$ cat src/rtl/audio_pkg.sv
// Shared audio constants and types for the I2S DAC path.
// Latency: n/a (declarations only).
// Backpressure: n/a.
package audio_pkg;

    localparam int DEF_SAMPLE_WIDTH       = 24;
    localparam int DEF_SLOT_BITS          = 32;
    localparam int DEF_BCLK_HALF          = 8;
    localparam int DEF_UNDERRUN_CNT_WIDTH = 16;
    localparam int DEF_FRAME_BITS         = 2 * DEF_SLOT_BITS;

    // LRCK level doubles as the channel code: 0 = left, 1 = right.
    typedef enum logic {
        CH_LEFT  = 1'b0,
        CH_RIGHT = 1'b1
    } channel_e;

    function automatic int frame_bits(input int slot_bits);
        return 2 * slot_bits;
    endfunction

endpackage

$ cat src/rtl/i2s_clk_gen.sv
// I2S bit/word clock generator: divides clk into BCLK, tracks frame bit position, drives LRCK.
// Latency: BCLK toggles every BCLK_HALF clks; first falling edge 2*BCLK_HALF clks after reset release.
// Backpressure: none, free-running.
// Ports: clk/reset (async active-low); i2s_bclk, i2s_lrck registered clocks;
//        fall_evt strobes in the clk before BCLK falls; bit_cnt_nxt is the frame bit that fall moves to.
module i2s_clk_gen
    import audio_pkg::*;
#(
    parameter int SLOT_BITS = DEF_SLOT_BITS,
    parameter int BCLK_HALF = DEF_BCLK_HALF,
    parameter int CNT_W     = $clog2(frame_bits(DEF_SLOT_BITS))
) (
    input  logic             clk,
    input  logic             reset,
    output logic             i2s_bclk,
    output logic             i2s_lrck,
    output logic             fall_evt,
    output logic [CNT_W-1:0] bit_cnt_nxt
);

    localparam int FRAME_BITS = frame_bits(SLOT_BITS);
    localparam int DIV_W      = $clog2(BCLK_HALF);

    logic [DIV_W-1:0] div_cnt;
    logic [CNT_W-1:0] bit_cnt;
    logic             div_wrap;

    assign div_wrap    = (div_cnt == DIV_W'(BCLK_HALF - 1));
    assign fall_evt    = div_wrap & i2s_bclk;
    assign bit_cnt_nxt = (bit_cnt == CNT_W'(FRAME_BITS - 1)) ? '0 : bit_cnt + CNT_W'(1);

    // bit_cnt starts at the last bit so the first fall wraps to 0 and loads a frame.
    always_ff @(posedge clk or negedge reset) begin
        if (!reset) begin
            div_cnt  <= '0;
            i2s_bclk <= 1'b0;
            bit_cnt  <= CNT_W'(FRAME_BITS - 1);
            i2s_lrck <= 1'b1;
        end else begin
            div_cnt <= div_wrap ? '0 : div_cnt + DIV_W'(1);
            if (div_wrap) begin
                i2s_bclk <= ~i2s_bclk;
            end
            if (fall_evt) begin
                bit_cnt  <= bit_cnt_nxt;
                i2s_lrck <= (bit_cnt_nxt >= CNT_W'(SLOT_BITS));
            end
        end
    end

endmodule

$ cat src/rtl/i2s_dac_serializer.sv
// Stereo sample to I2S serializer with a one-pair holding register and underrun tracking.
// Latency: pair held until next frame load; left MSB on i2s_dat one BCLK after LRCK falls.
// Backpressure: sample_ready low while holding is full; an empty holding register at frame load is an underrun.
// Ports: clk, reset (async active-low); sample_left/right/valid/ready handshake;
//        i2s_bclk/i2s_lrck/i2s_dat to DAC; frame_start/underrun pulses; underrun_cnt saturating.
// Build option: define I2S_LEFT_JUSTIFIED_EN to drop the one-BCLK data delay (left-justified format).
module i2s_dac_serializer
    import audio_pkg::*;
#(
    parameter int SAMPLE_WIDTH       = DEF_SAMPLE_WIDTH,
    parameter int SLOT_BITS          = DEF_SLOT_BITS,
    parameter int BCLK_HALF          = DEF_BCLK_HALF,
    parameter int UNDERRUN_CNT_WIDTH = DEF_UNDERRUN_CNT_WIDTH
) (
    input  logic                          clk,
    input  logic                          reset,
    input  logic [SAMPLE_WIDTH-1:0]       sample_left,
    input  logic [SAMPLE_WIDTH-1:0]       sample_right,
    input  logic                          sample_valid,
    output logic                          sample_ready,
    output logic                          i2s_bclk,
    output logic                          i2s_lrck,
    output logic                          i2s_dat,
    output logic                          frame_start,
    output logic                          underrun,
    output logic [UNDERRUN_CNT_WIDTH-1:0] underrun_cnt
);

    localparam int CNT_W = $clog2(frame_bits(SLOT_BITS));

    logic                    fall_evt;
    logic [CNT_W-1:0]        bit_cnt_nxt;
    logic [SAMPLE_WIDTH-1:0] holding_l, holding_r;
    logic                    holding_full;
    logic [SAMPLE_WIDTH-1:0] frame_l, frame_r;
    logic [SAMPLE_WIDTH-1:0] frame_l_nxt, frame_r_nxt;
    logic                    full_nxt;
    logic                    accept;
    logic                    load;
    int                      slot_pos;
    int                      bit_idx;
    channel_e                ch_sel;
    logic [SAMPLE_WIDTH-1:0] ch_word;
    logic                    dat_nxt;

    i2s_clk_gen #(
        .SLOT_BITS (SLOT_BITS),
        .BCLK_HALF (BCLK_HALF),
        .CNT_W     (CNT_W)
    ) u_clk_gen (
        .clk         (clk),
        .reset       (reset),
        .i2s_bclk    (i2s_bclk),
        .i2s_lrck    (i2s_lrck),
        .fall_evt    (fall_evt),
        .bit_cnt_nxt (bit_cnt_nxt)
    );

    assign accept = sample_valid & sample_ready;
    assign load   = fall_evt & (bit_cnt_nxt == '0);

    // Load empties holding first; an accept in the same cycle refills it, so a
    // pair arriving on an underrun edge waits for the following frame.
    always_comb begin
        frame_l_nxt = frame_l;
        frame_r_nxt = frame_r;
        full_nxt    = holding_full;
        if (load) begin
            frame_l_nxt = holding_full ? holding_l : '0;
            frame_r_nxt = holding_full ? holding_r : '0;
            full_nxt    = 1'b0;
        end
        if (accept) begin
            full_nxt = 1'b1;
        end
    end

    // Bit select uses the post-load frame and post-fall bit position so the
    // registered i2s_dat lines up with the BCLK edge that is about to happen.
    always_comb begin
        slot_pos = int'(bit_cnt_nxt);
        ch_sel   = CH_LEFT;
        if (slot_pos >= SLOT_BITS) begin
            slot_pos = slot_pos - SLOT_BITS;
            ch_sel   = CH_RIGHT;
        end
        ch_word = (ch_sel == CH_LEFT) ? frame_l_nxt : frame_r_nxt;
`ifdef I2S_LEFT_JUSTIFIED_EN
        bit_idx = SAMPLE_WIDTH - 1 - slot_pos;
`else
        bit_idx = SAMPLE_WIDTH - slot_pos;
`endif
        // Out-of-range index (slot 0 delay bit, or past the sample) yields 0.
        dat_nxt = 1'b0;
        for (int i = 0; i < SAMPLE_WIDTH; i++) begin
            if (i == bit_idx) begin
                dat_nxt = ch_word[i];
            end
        end
    end

    always_ff @(posedge clk or negedge reset) begin
        if (!reset) begin
            holding_l    <= '0;
            holding_r    <= '0;
            holding_full <= 1'b0;
            frame_l      <= '0;
            frame_r      <= '0;
            sample_ready <= 1'b0;
            i2s_dat      <= 1'b0;
            frame_start  <= 1'b0;
            underrun     <= 1'b0;
            underrun_cnt <= '0;
        end else begin
            holding_full <= full_nxt;
            sample_ready <= ~full_nxt;
            if (accept) begin
                holding_l <= sample_left;
                holding_r <= sample_right;
            end
            frame_l     <= frame_l_nxt;
            frame_r     <= frame_r_nxt;
            frame_start <= load;
            underrun    <= load & ~holding_full;
            if (load && !holding_full && !(&underrun_cnt)) begin
                underrun_cnt <= underrun_cnt + UNDERRUN_CNT_WIDTH'(1);
            end
            if (fall_evt) begin
                i2s_dat <= dat_nxt;
            end
        end
    end

endmodule

$ cat config.mk
export PLATFORM = sky130hd
export DESIGN_NAME = i2s_dac_serializer
export DESIGN_NICKNAME = d
export VERILOG_FILES = /design/src/rtl/audio_pkg.sv /design/src/rtl/i2s_clk_gen.sv /design/src/rtl/i2s_dac_serializer.sv
export SDC_FILE = /design/constraint.sdc
export NUM_CORES = 1
export LEC_CHECK = 0
export CORE_ASPECT_RATIO = 0.7
export CORE_MARGIN = 3
export CORE_UTILIZATION = 60
export DETAILED_ROUTE_END_ITERATION = 6
export PLACE_DENSITY_LB_ADDON = 0.05
export SLEW_MARGIN = 20
export SYNTH_ARGS = -nofsm -noshare
export SYNTH_HDL_FRONTEND = slang
export SYNTH_SLANG_ARGS = --single-unit
$ cat constraint.sdc
create_clock -name clk -period 10.3 [get_ports clk]
set_input_delay 1.545 -clock clk [delete_from_list [all_inputs] [get_ports clk]]
set_output_delay 1.545 -clock clk [all_outputs]
set_load 0.01 [all_outputs]
; Word level (Yosys, flattened, before mapping)
; Cells that the tools add are included.
[totals]
out_inout_bits = 22
input_bits = 51
ff_bits = 128
[op_classes]
n_eq_ne = 25
n_mux = 35
add_sub_neg = 5
bitwise_logic = 7
n_lt_le_gt_ge = 2
n_reduce_logical = 7
[ops]
columns = op, count
row1 = 5-bit by 32-bit == test with 1-bit output (first input constant), 8
row2 = 6-bit by 32-bit == test with 1-bit output (first input constant), 8
row3 = 4-bit by 32-bit == test with 1-bit output (first input constant), 4
row4 = 24-bit two-way mux, 5
row5 = 3-bit by 32-bit == test with 1-bit output (first input constant), 2
row6 = 2-bit by 32-bit == test with 1-bit output (first input constant), 1
row7 = 32-bit logical NOT, 1
row8 = 32-bit two-way mux, 1
row9 = 6-bit by 32-bit subtractor with 32-bit output (first input constant), 1
row10 = 1-bit two-way mux, 27
row11 = 16-bit by 1-bit adder with 16-bit output (second input constant), 1
row12 = 16-bit AND reduction, 1
row13 = 6-bit >= comparator (second input constant), 2
row14 = 6-bit by 6-bit subtractor with 7-bit output (second input constant), 1
row15 = 6-bit by 1-bit adder with 6-bit output (second input constant), 1
row16 = 6-bit == test (second input constant), 1
row17 = 6-bit logical NOT, 1
row18 = 6-bit two-way mux, 1
row19 = 1-bit AND, 4
row20 = 3-bit by 1-bit adder with 3-bit output (second input constant), 1
row21 = 3-bit == test (second input constant), 1
row22 = 3-bit two-way mux, 1
row23 = 1-bit inverter, 3
row24 = 1-bit logical AND, 2
row25 = 1-bit logical NOT, 2

; Depth between registers and ports, before layout
; Gate-level depths: netlist of the first run.
[logic_depth]
word_depth = 30
mapped_depth = 16
ltp_nobuf = 14

; Cells and area by module
; Synthesis of the first run repeated with hierarchy kept, for this count alone.
[unflattened]
hier_cells = 609
hier_area_um2 = 6204.7
[modules_own_cells]
columns = mod, seq_area_each_um2, cells_per_inst, area_per_inst_um2, instances
row1 = i2s_dac_serializer, 2927.8, 558, 5676.7, 1
row2 = i2s_clk_gen, 284.0, 51, 528.0, 1

; Worst setup path before layout of the first run
; OpenSTA, ideal clock, no wires.
[synth_path]
kind = flip-flop to flip-flop
startpoint = reg u_clk_gen.bit_cnt[0]
endpoint = reg i2s_dat
arrival_time_ps = 3544
slack_ps = 6627
n_path_buf = 1
setup_ps = 129
required_ps = 10171
stages_incl_launch_ff = 14
path_cell_list = dfstp_2 > inv_1 > ha_1 > or2b_2 > o32a_2 > ha_1 > or4b_2 > or4_1 > buf_2 > nand3b_1 > a21oi_1 > o311ai_1 > o211ai_1 > a31oi_1
[synth_between]
elab_chain_cells = 30
[synth_rtl]
columns = element, line
row1 = "start, declared", i2s_clk_gen.sv:25  ; logic [CNT_W-1:0] bit_cnt;
row2 = "start signal, assigned", i2s_clk_gen.sv:37  ; bit_cnt <= CNT_W'(FRAME_BITS - 1);
row3 = "start signal, assigned", i2s_clk_gen.sv:45  ; bit_cnt <= bit_cnt_nxt;
row4 = 6-bit by 1-bit adder with 6-bit output or 6-bit == test (tied branches), i2s_clk_gen.sv:30  ; assign bit_cnt_nxt = (bit_cnt == CNT_W'(FRAME_BITS - 1)) ? '0 : bit_cnt + CNT_W'(1);
row5 = 6-bit two-way mux *, i2s_clk_gen.sv:30
row6 = named net bit_cnt_nxt[1], i2s_dac_serializer.sv:32  ; logic [CNT_W-1:0] bit_cnt_nxt;
row7 = 6-bit by 6-bit subtractor with 7-bit output (tied with other cells), i2s_dac_serializer.sv:84  ; slot_pos = slot_pos - SLOT_BITS;
row8 = 32-bit two-way mux or 1-bit AND (tied branches), "i2s_dac_serializer.sv:83, i2s_dac_serializer.sv:60"
row9 = 6-bit by 32-bit subtractor with 32-bit output or 24-bit two-way mux (tied branches), "i2s_dac_serializer.sv:91, i2s_dac_serializer.sv:68"
row10 = 32-bit logical NOT or 24-bit two-way mux (tied branches), "i2s_dac_serializer.sv:96, i2s_dac_serializer.sv:87"
row11 = 1-bit two-way mux (23 in series), i2s_dac_serializer.sv:96  ; if (i == bit_idx) begin
row12 = 1-bit two-way mux *, i2s_dac_serializer.sv:96
row13 = "end signal, assigned", i2s_dac_serializer.sv:129  ; i2s_dat <= dat_nxt;
row14 = "end, declared", i2s_dac_serializer.sv:23  ; output logic i2s_dat,
; Mark *: on every way through the listed nets, which the timed path passes. The rest lies on a longest branch.
; A chain may end at the register's enable or synchronous reset.

; Worst setup path in the final report of the first run
[layout_path]
startpoint = reg u_clk_gen.bit_cnt[0]
endpoint = reg i2s_dat
[layout_between]
elab_chain_cells = 30
[layout_rtl]
columns = element, line
row1 = 6-bit by 1-bit adder with 6-bit output or 6-bit == test (tied branches), i2s_clk_gen.sv:30
row2 = 6-bit two-way mux *, i2s_clk_gen.sv:30
row3 = 6-bit by 6-bit subtractor with 7-bit output (tied with other cells), i2s_dac_serializer.sv:84
row4 = 32-bit two-way mux or 1-bit AND (tied branches), "i2s_dac_serializer.sv:83, i2s_dac_serializer.sv:60"
row5 = 6-bit by 32-bit subtractor with 32-bit output or 24-bit two-way mux (tied branches), "i2s_dac_serializer.sv:91, i2s_dac_serializer.sv:68"
row6 = 32-bit logical NOT or 24-bit two-way mux (tied branches), "i2s_dac_serializer.sv:96, i2s_dac_serializer.sv:87"
row7 = 1-bit two-way mux (23 in series), i2s_dac_serializer.sv:96
row8 = 1-bit two-way mux *, i2s_dac_serializer.sv:96
; Every way passes the cells marked *; elsewhere a longest branch is shown, timed or not.

==> impl_metrics.json, run 1 <==
{
  "cp_top_family": "simple AND/OR/NAND/NOR gates",
  "synth-edff-count": 0,
  "r2r-end": "i2s_dat",
  "hold_path_class": "register to register",
  "setup_viol": 0,
  "n_fill_cell": 650,
  "path_cells": "ha_1 -> a21o_2 -> a21oi_1 -> o32a_2 -> ha_1 -> or4b_2 -> or4_1 -> nor4_1 -> o21ai_0 -> a22oi_1 -> a31oi_1",
  "crit_start": "u_clk_gen.bit_cnt[0]",
  "seq_area_frac_synth": 0.523,
  "regArea_sq_um": 3190,
  "period_share": 0.429,
  "grt_pass1_vias": 4560,
  "drtIter0Drc": 433,
  "finalHoldViolCount": 0,
  "clock_skew_ns": 0.00866,
  "critPathCaptureType": "register",
  "drive_above_1_share": 0.180,
  "worst_pin_slew_ns": 0.847,
  "design_area_sq_um": 7440,
  "syn_area_per_cell_sq_um": 11.3,
  "synth-compound-area-share": 0.160,
  "area_growth_pct": 22.3,
  "status": "finished, final reports clean",
  "cts_setup_buffers": 0,
  "hold_buffers": 0,
  "cts_tree": "built",
  "synth_xor_area_frac": 0.0329,
  "yosys_warnings": 0,
  "min_from": "u_clk_gen.div_cnt[0]",
  "grt_max_degree": 76,
  "regToRegSetupSlack_ns": 5.88,
  "crit_top_cell": "ha_1",
  "max_stage_delay_ns": 0.64,
  "synthAdderAreaFrac": 0.0329,
  "finalPower_mw": 1.12,
  "crit_buf_inv": 0,
  "finalNonFillerCells": 750,
  "r2r_start": "u_clk_gen.bit_cnt[0]",
  "wirelength_mm": 14.2,
  "die_y_um": 90.3,
  "viasPerCell": 6.18,
  "drc": 0,
  "synth.distinct_cells": 71,
  "synth_ff_type": "dfrtp_1",
  "place_congestion": 0.940,
  "fmax_mhz": 226,
  "cp.arrival_ns": 4.69,
  "cts_sinks": 127,
  "utilization": 0.760,
  "multi_input_area_sq_um": 2710,
  "slew_viol_final": 0,
  "start_util": 0.621,
  "critPathKind": "register to register",
  "place_inst": 718,
  "hold_depth": 1,
  "peakVddDrop_mv": 0.132,
  "syn-cell-area_sq_um": 6090,
  "synth_top_family_by_area": "compound AO/OA/AOI/OAI gates",
  "synth_area_leaders": "dfrtp_1 (50%), mux2_2 (9.3%), a22o_1 (4.5%), nand2_1 (4.1%), ha_1 (3.3%)",
  "wire_per_inst_um": 18.9,
  "whs_ns": 0.429,
  "finalSetupTns_ns": 0,
  "htree_levels": 4,
  "numCtsBuffers": 17,
  "cp.required_ns": 10.58,
  "timing.final.ws_setup_ns": 5.88,
  "fin_nets": 676,
  "yosys-mux-area-fraction": 0.0925,
  "grt-ovfl-total": 0,
  "synth_largest_area_cell": "dfrtp_1",
  "maxSlewHeadroom": 0.436,
  "cap_violations": 0,
  "grt_pass1_wl_mm": 23.6,
  "antenna_found_initial": 0,
  "dpl_cell_area_sq_um": 6850,
  "row_count": 30,
  "design.core.area_sq_um": 9800,
  "synth-simple-area-share": 0.121,
  "rsz0062_at_grt": "no",
  "detail-route-antenna-nets": 0,
  "cpMaxStageDelayCell": "dfstp_2",
  "grt.total_usage": 0.259,
  "dp_slack_ns": 6.04,
  "die_w_um": 126,
  "clockBufferDepth": 2,
  "path_clk_slew_ns": 0.05,
  "power_leakage_nw": 3.48,
  "start_kind": "register",
  "clock-root-buffer": "clkbuf_16",
  "worstPathMaxFanout": 10,
  "die_area_sq_um": 11400,
  "drt_first_pass_iters": 6,
  "ff2ff_path_depth": 11,
  "numPortBuffers": 72,
  "async_reset_ff_frac": 1.00,
  "clk-insertion-delay-late_ns": 0.42,
  "min_period_ns": 4.42,
  "diodes": 0,
  "netlist_instances": 540,
  "io-pin-count": 73,
  "hold_end": "u_clk_gen.div_cnt[0]",
  "netlist.area_leader.share": 0.498,
  "dr_total_vias": 4632,
  "synth-seq-cells": 127,
  "cts_resized": 0,
  "dp_hpwl_mm": 9.25,
  "power.density_nw_per_um2": 151
}
## final cells by class
type	instances	area share
Sequential cell	127	0.428
Timing Repair Buffer	76	0.101
Tap cell	128	0.0215
Clock buffer	20	0.0614
Inverter	12	0.00605
Multi-Input combinational cell	375	0.364
Clock inverter	12	0.0182
## cells by family (layout without fill, tap and decap cells)
logic type	count (synthesis)	after routing
buf+inv	45	120
fa+ha+maj	16	16
compound gates	128	128
flops	127	127
mux	50	50
other cells	1	8
simple gates	151	151
xor+xnor	22	22
## metal layers
| layer | vias to the layer above | part of all wire | global-route usage |
|---|---|---|---|
| li1 | 2120 | - | - |
| met4 | 0 | 0.015 | 0.0902 |
| met3 | 21 | 0.075 | 0.0508 |
| met5 | - | 0 | 0 |
| met2 | 221 | 0.44 | 0.376 |
| met1 | 2270 | 0.47 | 0.392 |
## power breakdown
| part | total (mW) | internal (mW) | switching (mW) |
|---|---|---|---|
| Combinational | 0.0308 | 0.0176 | 0.0133 |
| Clock | 0.591 | 0.370 | 0.222 |
| Sequential | 0.499 | 0.499 | 0.0000114 |
| Total | 1.12 | 0.887 | 0.235 |
## placed cells by master (no fill, tap or decap), types with 5 or more instances in the layout
master           netlist  layout
o22ai_1                5       5
clkbuf_16              0      17
xor2_1                 7       7
xnor2_1               14      14
a21oi_1                9       9
and3_1                12      12
buf_4                  0       5
ha_1                  16      16
mux2_2                50      50
clkdlybuf4s50_1        0      71
inv_1                 11      11
o21ai_0               21      21
nand2_1               66      65
nor3_1                 8       8
o21ai_1                5       5
conb_1                 1       8
a22o_1                31      31
dfrtp_1              121     121
nor2_1                20      20
dfstp_2                6       6
nand3_1               15      15
o211ai_1               9       9
## sequential cells by signal, indices dropped and copies added, names as in the netlist, 3 cells and up
name               flops
holding_l             24
frame_l               24
holding_r             24
frame_r               24
u_clk_gen.bit_cnt      6
underrun_cnt          16
u_clk_gen.div_cnt      3
## cell usage after synthesis, types with 3 or more instances
master / instances
a211oi_1: 4
buf_6: 3
nand4b_1: 4
nand3_1: 15
xor2_1: 7
a22o_1: 31
mux2_2: 50
nor4_1: 4
clkbuf_1: 13
buf_1: 4
o32a_2: 3
dfstp_2: 6
and3_1: 12
nor2_1: 20
xnor2_1: 14
a311oi_1: 3
nand2b_1: 4
nor2b_1: 4
nor3_1: 8
o21ai_0: 21
a31oi_1: 4
o22ai_1: 5
buf_2: 11
nand4_1: 3
o21ai_1: 5
a21oi_1: 9
a221oi_1: 3
dfrtp_1: 121
nand2_1: 66
o211ai_1: 9
inv_1: 11
ha_1: 16
## how the worst max path moves through the flow
stage,depth (start not counted),slack [ns],to
2_1_floorplan,13,6.63,i2s_dat
3_3_place_gp,12,6.38,i2s_dat
3_5_place_dp,11,6.04,i2s_dat
4_1_cts,11,6.03,i2s_dat
5_1_grt,11,5.72,i2s_dat
6_report,11,5.88,i2s_dat
(Power assumes the default switching activity.)
==> run 2, diff against run 1 <==
--- a/config.mk
+++ b/config.mk
@@ -7,7 +7,7 @@
 export LEC_CHECK = 0
 export CORE_ASPECT_RATIO = 0.7
 export CORE_MARGIN = 3
-export CORE_UTILIZATION = 60
+export CORE_UTILIZATION = 56
 export DETAILED_ROUTE_END_ITERATION = 6
 export PLACE_DENSITY_LB_ADDON = 0.05
 export SLEW_MARGIN = 20
==> constraint.sdc (replaced) <==
create_clock -name clk -period 4.35 [get_ports clk]
set_input_delay 0.6525 -clock clk [delete_from_list [all_inputs] [get_ports clk]]
set_output_delay 0.6525 -clock clk [all_outputs]
set_load 0.01 [all_outputs]
==> impl_metrics.json, run 2 (synthesis results as in run 1) <==
{
  "wire_per_inst_um": 19.1,
  "layout_commonest_cell": "dfrtp_1",
  "p_int_mw": 2.22,
  "min_period_ns": 4.02,
  "die_y_um": 93.2,
  "viasPerCell": 6.06,
  "finalHoldViolCount": 0,
  "detail-route-antenna-nets": 0,
  "place_congestion": 0.877,
  "hold_path_class": "input pin to asynchronous set/reset pin",
  "numCtsBuffers": 17,
  "final_cell_mix": "dfrtp_1 (121), clkdlybuf4s50_1 (71), nand2_1 (65)",
  "fin_nets": 681,
  "switching_share": 0.202,
  "critPathCaptureType": "register",
  "grt-ovfl-total": 0,
  "clockBufferDepth": 2,
  "hold_buffers": 0,
  "switching_power_uw": 562,
  "htree_levels": 4,
  "grt_max_degree": 69,
  "grt.total_usage": 0.250,
  "cpMaxStageDelayCell": "dfstp_2",
  "die_w_um": 131,
  "p_comb_frac": 0.027,
  "clock_skew_ns": 0.0133,
  "drive_above_1_share": 0.191,
  "power_leakage_nw": 3.54,
  "drc": 0,
  "clock-root-buffer": "clkbuf_16",
  "worstPathMaxFanout": 10,
  "cts_sinks": 127,
  "path_cells": "ha_2 -> a21o_2 -> a21oi_1 -> o32a_2 -> ha_1 -> or4b_2 -> or4_4 -> nor4_2 -> o21ai_0 -> a22oi_1 -> a31oi_1",
  "grt_pass1_vias": 4602,
  "worst_pin_slew_ns": 0.820,
  "numPortBuffers": 72,
  "cp.required_ns": 4.64,
  "fmax_mhz": 249,
  "finalPower_mw": 2.78,
  "antenna_found_initial": 0,
  "setup_viol": 0,
  "slew_viol_final": 0,
  "start_kind": "register",
  "place_inst": 727,
  "cts_tree": "built",
  "cp.arrival_ns": 4.31,
  "diodes": 0,
  "peakVddDrop_mv": 0.298,
  "maxSlewHeadroom": 0.453,
  "start_util": 0.581,
  "clk-insertion-delay-late_ns": 0.41,
  "critPathKind": "register to register",
  "finalSetupTns_ns": 0,
  "area_growth_pct": 24.2,
  "dr_total_vias": 4596,
  "status": "finished, final reports clean",
  "design.core.area_sq_um": 10500,
  "row_count": 31,
  "grt_pass1_wl_mm": 23.7,
  "p_seq_frac": 0.425,
  "max_stage_delay_ns": 0.64,
  "wirelength_mm": 14.5,
  "p_clk_frac": 0.548,
  "n_fill_cell": 732,
  "drt_first_pass_iters": 6,
  "dp_hpwl_mm": 9.56,
  "power.density_nw_per_um2": 368,
  "path_clk_slew_ns": 0.06,
  "rsz0062_at_grt": "no",
  "whs_ns": 0.308,
  "finalNonFillerCells": 759,
  "cap_violations": 0,
  "io-pin-count": 73,
  "die_area_sq_um": 12200,
  "period_share": 0.925,
  "drtIter0Drc": 398
}
==> run 2: cell count changes in the layout (fill, tap and decap cells not counted) <==
cell / before / now
buf_12: 0 / 1
buf_4: 5 / 9
bufinv_16: 2 / 4
clkinv_4: 2 / 3
clkinvlp_4: 4 / 1
ha_1: 16 / 15
ha_2: 0 / 1
nor4_1: 4 / 3
nor4_2: 0 / 1
or4_1: 1 / 0
or4_4: 0 / 1
==> run 2: final cells by class <==
cell class                      instances  area, sq um  area share
Multi-Input combinational cell        375         2720       0.360
Clock inverter                         12          181      0.0240
Clock buffer                           20          457      0.0604
Inverter                               12         45.0     0.00596
Sequential cell                       127         3190       0.422
Tap cell                              132          165      0.0219
Timing Repair Buffer                   81          798       0.106
==> run 2: power groups by stage <==
stage | Sequential, mW | Clock (mW) | Combinational (mW)
floorplan | 1.20 | 0 | 0.00421
global placement | 1.20 | 0 | 0.0745
detailed placement | 1.20 | 0 | 0.0761
CTS | 1.18 | 1.55 | 0.0766
global route | 1.18 | 1.60 | 0.0831
finish | 1.18 | 1.52 | 0.0749
==> run 2: critical path, delay by kind of cell (launching register included) <==
family | cells | cell delay, ns
adder cells (fa/ha/maj) | 2 | 0.58
AO/OA/AOI/OAI | 6 | 1.16
AND/OR/NAND/NOR | 3 | 1.51
flip-flops | 1 | 0.64
==> run 2: final timing paths <==
path                                 startpoint                    to  slack (ns)  cells past startpoint
hold reg to reg            u_clk_gen.div_cnt[0]  u_clk_gen.div_cnt[0]        0.44                      1
setup / recovery           u_clk_gen.bit_cnt[0]               i2s_dat        0.33                     11
setup reg to reg           u_clk_gen.bit_cnt[0]               i2s_dat        0.33                     11
max in group asynchronous                 reset          holding_r[7]        3.20                      2
min in group clk           u_clk_gen.div_cnt[0]  u_clk_gen.div_cnt[0]        0.44                      1
hold / removal                            reset  u_clk_gen.div_cnt[2]        0.31                      1
==> run 2: timing repair <==
action                                  in CTS  in global routing
setup buffers                                0                  0
gates resized for setup                      0                  3
endpoints found under the setup margin       0                  1
==> run 2: through the flow <==
step	worst slack [ns]	utilization	cell area (sq um)
6_report	0.328	0.722	7560
5_1_grt	0.114	0.722	7560
4_1_cts	0.0925	0.720	7540
3_5_place_dp	0.139	0.659	6900
3_3_place_gp	0.358	0.659	6900
2_1_floorplan	0.677	-	6110
==> run 2: routing by layer <==
| metal | GRT usage | vias to the layer above | share of wire |
|---|---|---|---|
| met1 | 0.368 | 2270 | 0.48 |
| met3 | 0.0748 | 25 | 0.068 |
| met5 | 0 | - | 0 |
| met2 | 0.359 | 175 | 0.44 |
| met4 | 0.0702 | 0 | 0.016 |
| li1 | - | 2126 | - |
==> run 3, diff against run 2 <==
--- a/config.mk
+++ b/config.mk
@@ -5,9 +5,11 @@
 export SDC_FILE = /design/constraint.sdc
 export NUM_CORES = 1
 export LEC_CHECK = 0
+export CAP_MARGIN = 20
 export CORE_ASPECT_RATIO = 0.7
 export CORE_MARGIN = 3
 export CORE_UTILIZATION = 56
+export CTS_CLUSTER_SIZE = 20
 export DETAILED_ROUTE_END_ITERATION = 6
 export PLACE_DENSITY_LB_ADDON = 0.05
 export SLEW_MARGIN = 20
==> results of run 3 <==
Same layout as run 2: the final DEF is identical, and so are final timing and power.
